==> src/rtl/pc_pkg.sv <==
// Shared types and constants for the program-counter unit.
package pc_pkg;

    localparam int unsigned OP_W    = 3;
    localparam int unsigned CAUSE_W = 2;

    // Next-PC select; codes 6 and 7 are unused and fall back to sequential.
    typedef enum logic [OP_W-1:0] {
        OpSeq    = 3'd0,
        OpBranch = 3'd1,
        OpJump   = 3'd2,
        OpCall   = 3'd3,
        OpRet    = 3'd4,
        OpEret   = 3'd5
    } pc_op_t;

    typedef enum logic [CAUSE_W-1:0] {
        CauseNone     = 2'd0,
        CauseExt      = 2'd1,
        CauseMisalign = 2'd2,
        CauseRasUflow = 2'd3
    } trap_cause_t;

endpackage

==> src/rtl/pc_ras.sv <==
// Circular return-address stack: push on full overwrites the oldest entry,
// pop on empty is ignored.
module pc_ras #(
    parameter int unsigned XLEN      = 32,
    parameter int unsigned RAS_DEPTH = 4
) (
    input  logic                             clk,
    input  logic                             rst,
    input  logic                             push,
    input  logic                             pop,
    input  logic [XLEN-1:0]                  push_data,
    output logic [XLEN-1:0]                  top,
    output logic [$clog2(RAS_DEPTH+1)-1:0]   count,
    output logic                             empty,
    output logic                             full
);

    localparam int unsigned PTR_W = $clog2(RAS_DEPTH);
    localparam int unsigned CNT_W = $clog2(RAS_DEPTH + 1);
    localparam logic [PTR_W-1:0] PTR_LAST = PTR_W'(RAS_DEPTH - 1);
    localparam logic [CNT_W-1:0] CNT_MAX  = CNT_W'(RAS_DEPTH);

    logic [XLEN-1:0]  mem [RAS_DEPTH];
    logic [PTR_W-1:0] wr_q, wr_d;
    logic [CNT_W-1:0] count_q, count_d;

    function automatic logic [PTR_W-1:0] ptr_inc(input logic [PTR_W-1:0] p);
        return (p == PTR_LAST) ? '0 : p + 1'b1;
    endfunction

    function automatic logic [PTR_W-1:0] ptr_dec(input logic [PTR_W-1:0] p);
        return (p == '0) ? PTR_LAST : p - 1'b1;
    endfunction

    // wr_q points at the next free slot; the top of stack sits just below it.
    assign top   = mem[ptr_dec(wr_q)];
    assign count = count_q;
    assign empty = (count_q == '0);
    assign full  = (count_q == CNT_MAX);

    // Pointer and occupancy update.
    always_comb begin
        wr_d    = wr_q;
        count_d = count_q;
        if (push) begin
            wr_d = ptr_inc(wr_q);
            if (count_q != CNT_MAX) count_d = count_q + 1'b1;
        end else if (pop && (count_q != '0)) begin
            wr_d    = ptr_dec(wr_q);
            count_d = count_q - 1'b1;
        end
    end

    // Pointer and occupancy registers.
    always_ff @(posedge clk) begin
        if (rst) begin
            wr_q    <= '0;
            count_q <= '0;
        end else begin
            wr_q    <= wr_d;
            count_q <= count_d;
        end
    end

    // Entry storage; contents need no reset because count gates their use.
    always_ff @(posedge clk) begin
        if (push) mem[wr_q] <= push_data;
    end

    // The owner never pushes and pops in the same cycle.
    always_ff @(posedge clk) begin
        if (!rst) begin
            assert (!(push && pop)) else $error("pc_ras: simultaneous push and pop");
        end
    end

endmodule

==> src/rtl/pc_unit.sv <==
// Program-counter unit: next-PC selection, alignment check, traps, EPC and RAS.
module pc_unit
    import pc_pkg::*;
#(
    parameter int unsigned     XLEN         = 32,
    parameter int unsigned     INC          = 4,
    parameter logic [XLEN-1:0] RESET_VECTOR = 32'h0000_0000,
    parameter logic [XLEN-1:0] TRAP_VECTOR  = 32'h0000_0100,
    parameter int unsigned     RAS_DEPTH    = 4
) (
    input  logic                           clk,
    input  logic                           rst,
    input  logic                           stall,
    input  logic [OP_W-1:0]                op,
    input  logic [XLEN-1:0]                target,
    input  logic [XLEN-1:0]                offset,
    input  logic                           trap_req,
    output logic [XLEN-1:0]                pc_q,
    output logic [XLEN-1:0]                epc_q,
    output logic                           trap_taken,
    output logic [CAUSE_W-1:0]             trap_cause,
    output logic [$clog2(RAS_DEPTH+1)-1:0] ras_count,
    output logic                           ras_empty,
    output logic                           ras_full
);

    localparam logic [XLEN-1:0] ALIGN_MASK = XLEN'(INC - 1);
    localparam logic [XLEN-1:0] INC_W      = XLEN'(INC);

    logic [XLEN-1:0] pc_d, epc_d, cand, ras_top;
    logic            taken_q, taken_d, check_align, push, pop;
    trap_cause_t     cause_q, cause_d, fault;

    pc_ras #(
        .XLEN      (XLEN),
        .RAS_DEPTH (RAS_DEPTH)
    ) u_ras (
        .clk       (clk),
        .rst       (rst),
        .push      (push),
        .pop       (pop),
        .push_data (pc_q + INC_W),
        .top       (ras_top),
        .count     (ras_count),
        .empty     (ras_empty),
        .full      (ras_full)
    );

    assign trap_taken = taken_q;
    assign trap_cause = cause_q;

    // Next-PC selection and trap resolution; a trap overrides any PC chosen below.
    always_comb begin
        pc_d        = pc_q;
        epc_d       = epc_q;
        cause_d     = cause_q;
        taken_d     = 1'b0;
        push        = 1'b0;
        pop         = 1'b0;
        cand        = '0;
        check_align = 1'b0;
        fault       = CauseNone;

        if (trap_req) begin
            fault = CauseExt;
        end else if (!stall) begin
            case (op)
                OpBranch: begin
                    cand        = pc_q + offset;
                    check_align = 1'b1;
                end
                OpJump: begin
                    cand        = target;
                    check_align = 1'b1;
                end
                OpCall: begin
                    cand        = target;
                    check_align = 1'b1;
                    push        = ((target & ALIGN_MASK) == '0);
                end
                OpRet: begin
                    if (ras_empty) begin
                        fault = CauseRasUflow;
                    end else begin
                        // A misaligned return address still consumes its entry.
                        pop         = 1'b1;
                        cand        = ras_top;
                        check_align = 1'b1;
                    end
                end
                OpEret:  pc_d = epc_q;
                default: pc_d = pc_q + INC_W;
            endcase

            if (check_align) begin
                if ((cand & ALIGN_MASK) != '0) fault = CauseMisalign;
                else                           pc_d  = cand;
            end
        end

        if (fault != CauseNone) begin
            pc_d    = TRAP_VECTOR;
            epc_d   = pc_q;
            taken_d = 1'b1;
            cause_d = fault;
        end
    end

    // Architectural PC, EPC and trap status registers.
    always_ff @(posedge clk) begin
        if (rst) begin
            pc_q    <= RESET_VECTOR;
            epc_q   <= '0;
            taken_q <= 1'b0;
            cause_q <= CauseNone;
        end else begin
            pc_q    <= pc_d;
            epc_q   <= epc_d;
            taken_q <= taken_d;
            cause_q <= cause_d;
        end
    end

endmodule

==> config.mk <==
export PLATFORM = sky130hd
export DESIGN_NAME = pc_unit
export DESIGN_NICKNAME = d
export VERILOG_FILES = /design/src/rtl/pc_pkg.sv /design/src/rtl/pc_ras.sv /design/src/rtl/pc_unit.sv
export SDC_FILE = /design/constraint.sdc
export NUM_CORES = 1
export LEC_CHECK = 0
export ABC_CLOCK_PERIOD_IN_PS = 3700
export CELL_PAD_IN_SITES_DETAIL_PLACEMENT = 1
export CELL_PAD_IN_SITES_GLOBAL_PLACEMENT = 1
export CORE_AREA = 4 4 278 144
export CTS_BUF_LIST = sky130_fd_sc_hd__clkbuf_16
export DETAILED_ROUTE_END_ITERATION = 6
export DIE_AREA = 0 0 282 148
export HOLD_SLACK_MARGIN = 0.06
export PLACE_DENSITY = 0.62
export REMOVE_ABC_BUFFERS = 1
export SLEW_MARGIN = 10
export SYNTH_ARGS = -nofsm -noshare
export SYNTH_HDL_FRONTEND = slang
export SYNTH_HIERARCHICAL = 1
export SYNTH_SLANG_ARGS = --single-unit
export TNS_END_PERCENT = 100
==> constraint.sdc <==
create_clock -name clk -period 3.7 [get_ports clk]
set_input_delay 0.555 -clock clk [delete_from_list [all_inputs] [get_ports clk]]
set_output_delay 0.555 -clock clk [all_outputs]
set_load 0.01 [all_outputs]
## Word-level counts from Yosys, hierarchy flattened

Memories as Yosys holds them, arrays and structs flattened.
Cells that the tools add are included.

| cells by class | value |
|---|---|
| add/sub/neg operators | 6 |
| multipliers | 0 |
| divide/modulo/power cells | 0 |
| order comparisons | 0 |
| equality and inequality tests | 11 |
| shift operators | 0 |
| multiplexer cells | 36 |
| bitwise logic cells | 2 |
| reductions and logical operators | 15 |

Operators with widths:

| kind | number |
|---|---|
| two-way mux 32 bit | 5 |
| case mux 32 bit (3 select lines) | 1 |
| case mux 32 bit (2 select lines) | 1 |
| adder 32 x 3 -> 32 bit (second input constant) | 1 |
| adder 32 bit | 1 |
| logical NOT 32 bit | 1 |
| nonzero test 32 bit | 1 |
| two-way mux 9 bit | 3 |
| two-way mux 2 bit | 10 |
| two-way mux 1 bit | 12 |
| == test 3 bit (second input constant) | 3 |
| two-way mux 3 bit | 3 |
| == test 3 x 2 -> 1 bit (second input constant) | 2 |
| inequality test 2 x 1 -> 1 bit (second input constant) | 3 |
| AND reduction 2 bit | 3 |
| nonzero test 2 bit | 2 |
| OR reduction 2 bit | 2 |
| OR reduction 4 bit | 1 |
| adder 3 x 1 -> 3 bit (second input constant) | 1 |
| == test 3 x 1 -> 1 bit (second input constant) | 1 |
| logical NOT 3 bit | 1 |
| inequality test 3 bit (second input constant) | 1 |
| nonzero test 3 bit | 1 |
| OR reduction 3 bit | 1 |
| 8 further kinds | 9 |

| word-level totals | value |
|---|---|
| bits in registers | 72 |
| bits in latches | 0 |
| RAM bits | 128 |
| bits in read-only memories | 0 |
| output and inout port bits | 72 |
| memories kept | 1 |

Memories:

| name | depth | bits a word | rd ports | clocked after memory_dff | write ports | line | text |
|---|---|---|---|---|---|---|---|
| u_ras.mem | 4 | 32 | 1 | 0 | 1 | pc_ras.sv:23 | `logic [XLEN-1:0] mem [RAS_DEPTH];` |

## Depth between registers and ports, before layout

Gate-level depths: netlist of run 1.
An unclocked memory read counts as a cell.

| logic depth | value |
|---|---|
| word-level depth | 15 |
| gate-level depth with buffers | 14 |
| depth with buffers taken out | 12 |

## Cells and area by module

The synthesis of run 1 kept the hierarchy.

Modules (own cells, without submodules):

| module | times used | cells each | area an instance (um2) | seq. area each (um2) |
|---|---|---|---|---|
| pc_unit | 1 | 779 | 6034.5 | 1341.3 |
| pc_ras | 1 | 216 | 5126.2 | 3943.8 |

## Least setup slack after synthesis of run 1

No wires, ideal clock.

| timing path | value |
|---|---|
| path kind | reg2reg |
| from | register u_ras.wr_q[0] |
| to | register pc_q[28] |
| setup time | 0.117 ns |
| arrival | 2.998 ns |
| slack | 0.585 ns |
| cell stages (with the launch flop) | 14 |
| path buffers | 2 |
| period minus slack after synthesis | 3.115 ns |
| cell sequence | dfxtp_1 > inv_2 > ha_1 > nor2_4 > buf_6 > mux4_1 > or3_1 > o31ai_2 > and4_1 > nand2_2 > buf_2 > a221o_1 > nand2_1 > o21ai_2 |

| between the ends | value |
|---|---|
| longest elaborated chain between the ends | 14 |
| elaborated cells between the ends (all ways) | 17 |
| those cells by class | 1 x add/sub; 11 x mux; 4 x reduce/logical; 1 x memory |

Ends and longest elaborated chain:

| element | line | text |
|---|---|---|
| start: declaration | pc_ras.sv:24 | `logic [PTR_W-1:0] wr_q, wr_d;` |
| start signal: assignment | pc_ras.sv:60 | `wr_q <= wr_d;` |
| subtractor 2 x 1 -> 2 bit / logical NOT 2 bit (equally long branches) | pc_ras.sv:32 | `return (p == '0) ? PTR_LAST : p - 1'b1;` |
| two-way mux 2 bit * | pc_ras.sv:32 |  |
| memory (4 x 32 bit) * | n/a |  |
| net ras_top[0] | pc_unit.sv:30 | `logic [XLEN-1:0] pc_d, epc_d, cand, ras_top;` |
| two-way mux 32 bit * | pc_unit.sv:82 | `if (ras_empty) begin` |
| case mux 32 bit (3 select lines) * | pc_unit.sv:67 | `case (op)` |
| two-way mux 32 bit * | pc_unit.sv:66 | `end else if (!stall) begin` |
| two-way mux 32 bit * | pc_unit.sv:64 | `if (trap_req) begin` |
| nonzero test 32 bit * | pc_unit.sv:96 | `if ((cand & ALIGN_MASK) != '0) fault = CauseMisalign;` |
| two-way mux 2 bit | pc_unit.sv:96 |  |
| two-way mux 2 bit | pc_unit.sv:95 | `if (check_align) begin` |
| two-way mux 2 bit | pc_unit.sv:66 |  |
| two-way mux 2 bit | pc_unit.sv:64 |  |
| nonzero test 2 bit | pc_unit.sv:101 | `if (fault != CauseNone) begin` |
| OR reduction 2 bit (no source line) | n/a |  |
| end signal: assignment | pc_unit.sv:117 | `pc_q <= pc_d;` |
| end: declaration | pc_unit.sv:18 | `output logic [XLEN-1:0] pc_q,` |

The timed path passes the listed nets; every way through them passes the cells marked *. The select of a mux whose other input is x is not followed.
A chain may end at the register's enable or synchronous reset.

## Worst setup path in the final report of run 1

| timing path | value |
|---|---|
| from | register u_ras.wr_q[0] |
| to | register pc_q[22] |

The elaborated chain is that of the path after synthesis.

==> impl_metrics.yaml, run 1 <==
place:
  placed_cells: 1617
  gp_congestion: 0.8697
  dp_slack_ns: 0.1127
  dpl.hpwl_um: 30060
  port_buffers: 142
clock_network:
  path_clk_slew_ns: 0.08
  cts_root_buf: "clkbuf_16"
  clkSinkCount: 200
  postCtsHoldBufs: 0
  cts_setup_buffers: 0
  htreeDepth: 4
  cts_tree: "built"
  post_cts_resized: 0
  clock_path_buffers: 2
  clock_latency_ns: 0.47
  cts_made_buffers: 17
pwr:
  leakagePower_nw: 5.222
  peakVddDrop_mv: 0.2369
  power.density_mw_per_mm2: 349.5
  total_power_w: 0.004862
worst_hold_path:
  hold_path_depth: 2
  hold_path_class: "reg -> reg"
global_route:
  grt_first_pass_wirelength_um: 62200
  grt_busiest_layer: "met2"
  met3_usage_pct: 3.283
  overflow: 0
  met1_usage_pct: 27.01
  use_met2_pct: 33.60
  grt_start_max_net_pins: 34
  grt_antenna_before_repair: 2
  grt_util_all_layers_pct: 20.12
  grt_pass1_vias: 9596
critical_path:
  crit_slowest_cell: "mux4_1"
  r2r_start: "u_ras/wr_q[0]"
  setup.worst_path.start: "u_ras/wr_q[0]"
  cp-end-kind: "register"
  worstPathRequired_ns: 4.09
  slowest_delay_ns: 0.63
  path_cells: "inv_2 -> ha_1 -> nor2_4 -> mux4_1 -> or3_1 -> o31ai_2 -> and4_1 -> nand2_2 -> buf_4 -> o21ai_0 -> a221oi_1 -> a21oi_1"
  reg2regPathDepth: 12
  critPathArrivalTime_ns: 3.94
  path_max_fanout: 7
  reg2reg_slack_ns: 0.16
  r2r-end: "pc_q[22]"
  cp-endpoint: "pc_q[22]"
  worstSetupPathType: "reg -> reg"
  start_kind: "register"
status:
  status: "completed"
logic_synthesis:
  syn_inst: 995
  synth_top_area_share_pct: 34.44
  yosysWarnings: 6
  synth.avg_cell_area_um2: 11.22
  yosys.cell_types.count: 85
  synthFlopType: "edfxtp_1"
  synth_area_leaders: "edfxtp_1 34%, dfxtp_1 13%, mux4_1 6.6%"
  synth_edf_count: 128
  yosysSeqAreaShare_pct: 47.35
  syn_area_mm2: 0.01116
  synth-seq-cells: 200
  synthArstFlopShare_pct: 0
  synth_largest_area_cell: "edfxtp_1"
routing:
  drc: 0
  wl_per_cell_um: 25.53
  finalWirelength_um: 42120
  via_per_inst: 5.559
  ant_nets: 0
  drt_iter0_drc: 736
  dr.pass1.iters: 6
  via_count: 9173
die:
  num_io_pins: 143
  start_util_pct: 29.98
  chipWidth_um: 282
  core_region_area_mm2: 0.03722
  rows: 50
  die_h_um: 148
  dieArea_mm2: 0.04174
sta:
  finalHoldViolations: 0
  worst_pin_slew_ns: 1.216
  final.setup_skew_ns: 0.01374
  fin_ws_ns: 0.1598
  period_share_pct: 95.68
  fin_hold_ws_ns: 0.4829
  fmax_mhz: 282.5
  rsz0062_at_grt: "no"
  drv_slew: 0
  slew_headroom_pct: 18.76
  period_needed_ns: 3.540
  setup_viol: 0
layout:
  nNetsFinal: 1252
  final_util_pct: 37.37
  ff_latch_area_mm2: 0.005285
  drive_gt1_share_pct: 11.00
  multiInputGateArea_mm2: 0.005504
  fill_cells: 4007
  syn_to_final_growth_pct: 24.65
  final_cells: 1650
flow_run:
  drv_cap: 0
-- placed cells by master, fill, tap and decap left out, types with 18 or more instances in the layout --
master	count
a22oi_1	18
mux4_1	28
nand2_1	79
clkdlybuf4s50_1	141
xnor2_1	25
a22o_1	41
a21o_1	22
edfxtp_1	128
nand3_1	22
xor2_1	27
buf_4	49
nor2_1	59
o21ai_0	49
a21oi_1	66
ha_1	37
dfxtp_1	72
-- synthesized netlist by cell type (all sizes together), types with 5 or more instances --
| library cell | instances |
|---|---|
| a211oi | 8 |
| a21o | 22 |
| a21oi | 70 |
| a221oi | 13 |
| a222oi | 12 |
| a22o | 41 |
| a22oi | 18 |
| a31oi | 11 |
| and2 | 16 |
| and3 | 8 |
| and4 | 8 |
| buf | 36 |
| clkbuf | 29 |
| dfxtp | 72 |
| edfxtp | 128 |
| ha | 37 |
| inv | 18 |
| mux2i | 12 |
| mux4 | 32 |
| nand2 | 80 |
| nand2b | 8 |
| nand3 | 25 |
| nand4 | 16 |
| nor2 | 65 |
| nor3 | 14 |
| o211ai | 6 |
| o21a | 7 |
| o21ai | 59 |
| o22ai | 8 |
| or3 | 5 |
| xnor2 | 25 |
| xor2 | 27 |
-- how the worst min path moves through the flow --
stage | slack [ns] | start | endpoint
after detailed placement | 0.48 | trap_cause[1] | trap_cause[1]
after floorplan | 0.47 | trap_cause[0] | trap_cause[0]
after global placement | 0.47 | trap_cause[0] | trap_cause[0]
final | 0.48 | trap_cause[1] | trap_cause[1]
after global routing | 0.51 | trap_cause[1] | trap_cause[1]
after CTS | 0.49 | trap_cause[1] | trap_cause[1]
-- per-stage QoR --
stage	instance area, µm²	setup TNS (ns)
floorplan	10840	-8.867
detailed placement	13300	0
CTS	13910	0
global route	13910	0
global placement	13300	0
finish	13910	0
-- layout make-up --
class,instances,area share [%]
Multi-Input combinational cell,712,39.56
Inverter,18,0.4857
Tap cell,494,4.443
Antenna cell,1,0.01799
Sequential cell,200,37.99
Clock inverter,15,1.331
Clock buffer,17,3.058
Timing Repair Buffer,193,13.11
-- state kept, by name (all words and copies together), names as in the netlist --
| name | count |
|---|---|
| trap_taken | 1 |
| trap_cause | 2 |
| pc_q | 32 |
| u_ras/count | 3 |
| u_ras/wr_q | 2 |
| u_ras/mem | 128 |
| epc_q | 32 |
-- worst max-delay path, delay by kind of cell (launching register included) --
family / cells / cell delay (ns)
and+or+nand+nor: 4 / 1.08
AOI/OAI and AO/OA: 4 / 0.72
muxes: 1 / 0.63
DFF: 1 / 0.41
buffers and inverters: 2 / 0.36
adders and majority gates: 1 / 0.25
-- power by group --
part	total [W]	internal (W)	leakage (nW)	switching, W
Combinational	0.000490	0.000202	3.02	0.000289
Sequential	0.00238	0.00236	1.91	0.0000196
Clock	0.00199	0.00103	0.296	0.000966
-- layer usage --
layer | vias to the layer above | wire length [µm]
met3 | 45 | 2261
met4 | 0 | 774
met2 | 242 | 20480
met1 | 4708 | 18610
li1 | 4178 | -
met5 | - | 0
-- cell families after synthesis --
logic type / synth area share [%]
flops: 47.35
compound gates: 19.72
mux: 8.576
fa+ha+maj: 4.507
xor+xnor: 4.081
buf+inv: 3.498
simple gates: 12.26
(Power assumes the default switching activity.)
==> inputs of run 2 (changes only) <==
Settings changed: ABC_CLOCK_PERIOD_IN_PS 3700 to default, PLACE_DENSITY 0.62 to default, PLACE_DENSITY_LB_ADDON from default to 0.08.
==> impl_metrics.yaml, run 2 (same netlist as run 1, synthesis figures left out) <==
layout:
  largest_registers: "u_ras/mem: 128 flops, epc_q: 32 flops, pc_q: 32 flops"
  drive_gt1_share_pct: 11.51
  layout_commonest_cell: "clkdlybuf4s50_1"
  fill_cells: 4019
  syn_to_final_growth_pct: 25.02
  final_cells: 1659
  nNetsFinal: 1261
  largest_register: "u_ras/mem"
  largest_register_ffs: 128
  final_cell_mix: "142 x clkdlybuf4s50_1, 128 x edfxtp_1, 79 x nand2_1, 72 x dfxtp_1, 66 x a21oi_1"
  final_util_pct: 37.49
global_route:
  grt_first_pass_wirelength_um: 66120
  grt_start_max_net_pins: 34
  grt_pass1_vias: 9640
  grt_util_all_layers_pct: 21.69
  overflow: 0
  grt_antenna_before_repair: 2
pwr:
  power.share.sequential_pct: 50.3
  p_sw_share_pct: 26.95
  peakVddDrop_mv: 0.2191
  combPwrFrac_pct: 11.0
  intPower_w: 0.003449
  leakagePower_nw: 5.242
  power.switching_w: 0.001273
  power.density_mw_per_mm2: 338.4
  clockPowerShare_pct: 38.7
sta:
  drv_slew: 0
  fmax_mhz: 284.7
  period_share_pct: 94.92
  setup_viol: 0
  rsz0062_at_grt: "no"
  slew_headroom_pct: 41.75
  final.setup_skew_ns: 0.01110
  worst_pin_slew_ns: 0.8719
  period_needed_ns: 3.512
  finalHoldViolations: 0
worst_hold_path:
  hold_path_class: "reg -> reg"
critical_path:
  worstSetupPathType: "reg -> reg"
  start_kind: "register"
  crit_slowest_cell: "mux4_1"
  crit_family: "simple AND/OR/NAND/NOR gates"
  critPathArrivalTime_ns: 3.87
  cp-end-kind: "register"
  crit_buf_inv: 1
  path_cells: "inv_2 -> ha_1 -> nor2_4 -> mux4_1 -> or3_1 -> o31ai_2 -> and4_1 -> nand2_2 -> a221oi_1 -> o21ai_0 -> and3_1"
  slowest_delay_ns: 0.61
  path_max_fanout: 11
  worstPathRequired_ns: 4.05
clock_network:
  clock_path_buffers: 2
  cts_made_buffers: 17
  cts_root_buf: "clkbuf_16"
  cts_tree: "built"
  htreeDepth: 4
  cts_setup_buffers: 0
  post_cts_resized: 0
  clkSinkCount: 200
  path_clk_slew_ns: 0.08
  clock_latency_ns: 0.46
  postCtsHoldBufs: 0
routing:
  via_per_inst: 5.568
  via_count: 9238
  drt_iter0_drc: 750
  finalWirelength_um: 45160
  wl_per_cell_um: 27.22
  wl_met1_um: 21800
  met3_length_um: 2056
  met2_length_um: 20860
  dr.pass1.iters: 7
  top_layer: "met4"
  ant_nets: 0
  drc: 0
status:
  status: "completed"
die:
  rows: 50
  chipWidth_um: 282
  num_io_pins: 143
  dieArea_mm2: 0.04174
  die_h_um: 148
  start_util_pct: 29.98
  core_region_area_mm2: 0.03722
place:
  gp_congestion: 0.8916
  placed_cells: 1626
  dpl.hpwl_um: 32340
  port_buffers: 142
flow_run:
  drv_cap: 0
[run 2: final cells by class]
class / instances / area [µm²] / share of cell area, %
multi-input cells: 712 / 5512 / 39.50
inverters: 18 / 67.56 / 0.4842
repair buffers: 202 / 1922 / 13.77
flip-flops and latches: 200 / 5285 / 37.88
diodes: 1 / 2.502 / 0.01793
clock inverters: 15 / 121.4 / 0.8698
well taps: 494 / 618.1 / 4.430
clock buffers: 17 / 425.4 / 3.049
[run 2: final timing paths]
| check | startpoint | to | slack, ns | depth (start not counted) |
|---|---|---|---|---|
| setup / recovery | u_ras/wr_q[0] | pc_q[23] | 0.19 | 11 |
| hold / removal | trap_cause[0] | trap_cause[0] | 0.46 | 2 |
| hold reg to reg | trap_cause[0] | trap_cause[0] | 0.46 | 2 |
| setup reg to reg | u_ras/wr_q[0] | pc_q[23] | 0.19 | 11 |
[run 2: metrics by stage]
| step | setup TNS [ns] | total power [W] | area [µm²] | hold slack (ns) | worst slack [ns] |
|---|---|---|---|---|---|
| floorplan | -8.867 | 0.002648 | 10840 | 0.4745 | -0.2892 |
| global placement | 0 | 0.002942 | 13400 | 0.4464 | 0.07705 |
| detailed placement | 0 | 0.002944 | 13400 | 0.4572 | 0.06192 |
| CTS | 0 | 0.004771 | 13950 | 0.4682 | 0.2383 |
| global route | 0 | 0.004894 | 13950 | 0.4918 | 0.1364 |
| finish | 0 | 0.004722 | 13950 | 0.4638 | 0.1878 |
[run 2: layer usage]
layer	up-vias	global-route usage, %
li1	4213	-
met1	4778	31.36
met2	221	34.83
met3	26	3.235
met4	0	4.103
met5	-	0
[run 2: power by group through the flow]
stage                     Sequential [W]  Clock [W]  Combinational (W)
final                            0.00238    0.00183           0.000518
after CTS                        0.00238    0.00188           0.000519
after floorplan                  0.00243          0           0.000219
after global routing             0.00238    0.00196           0.000555
after detailed placement         0.00243          0           0.000515
after global placement           0.00243          0           0.000513
[run 2: tightest hold or removal path, cell delays in order, from the launching register on]
cell     delay [ns]
dfxtp_1        0.31
nand2_1        0.06
a21oi_1        0.05
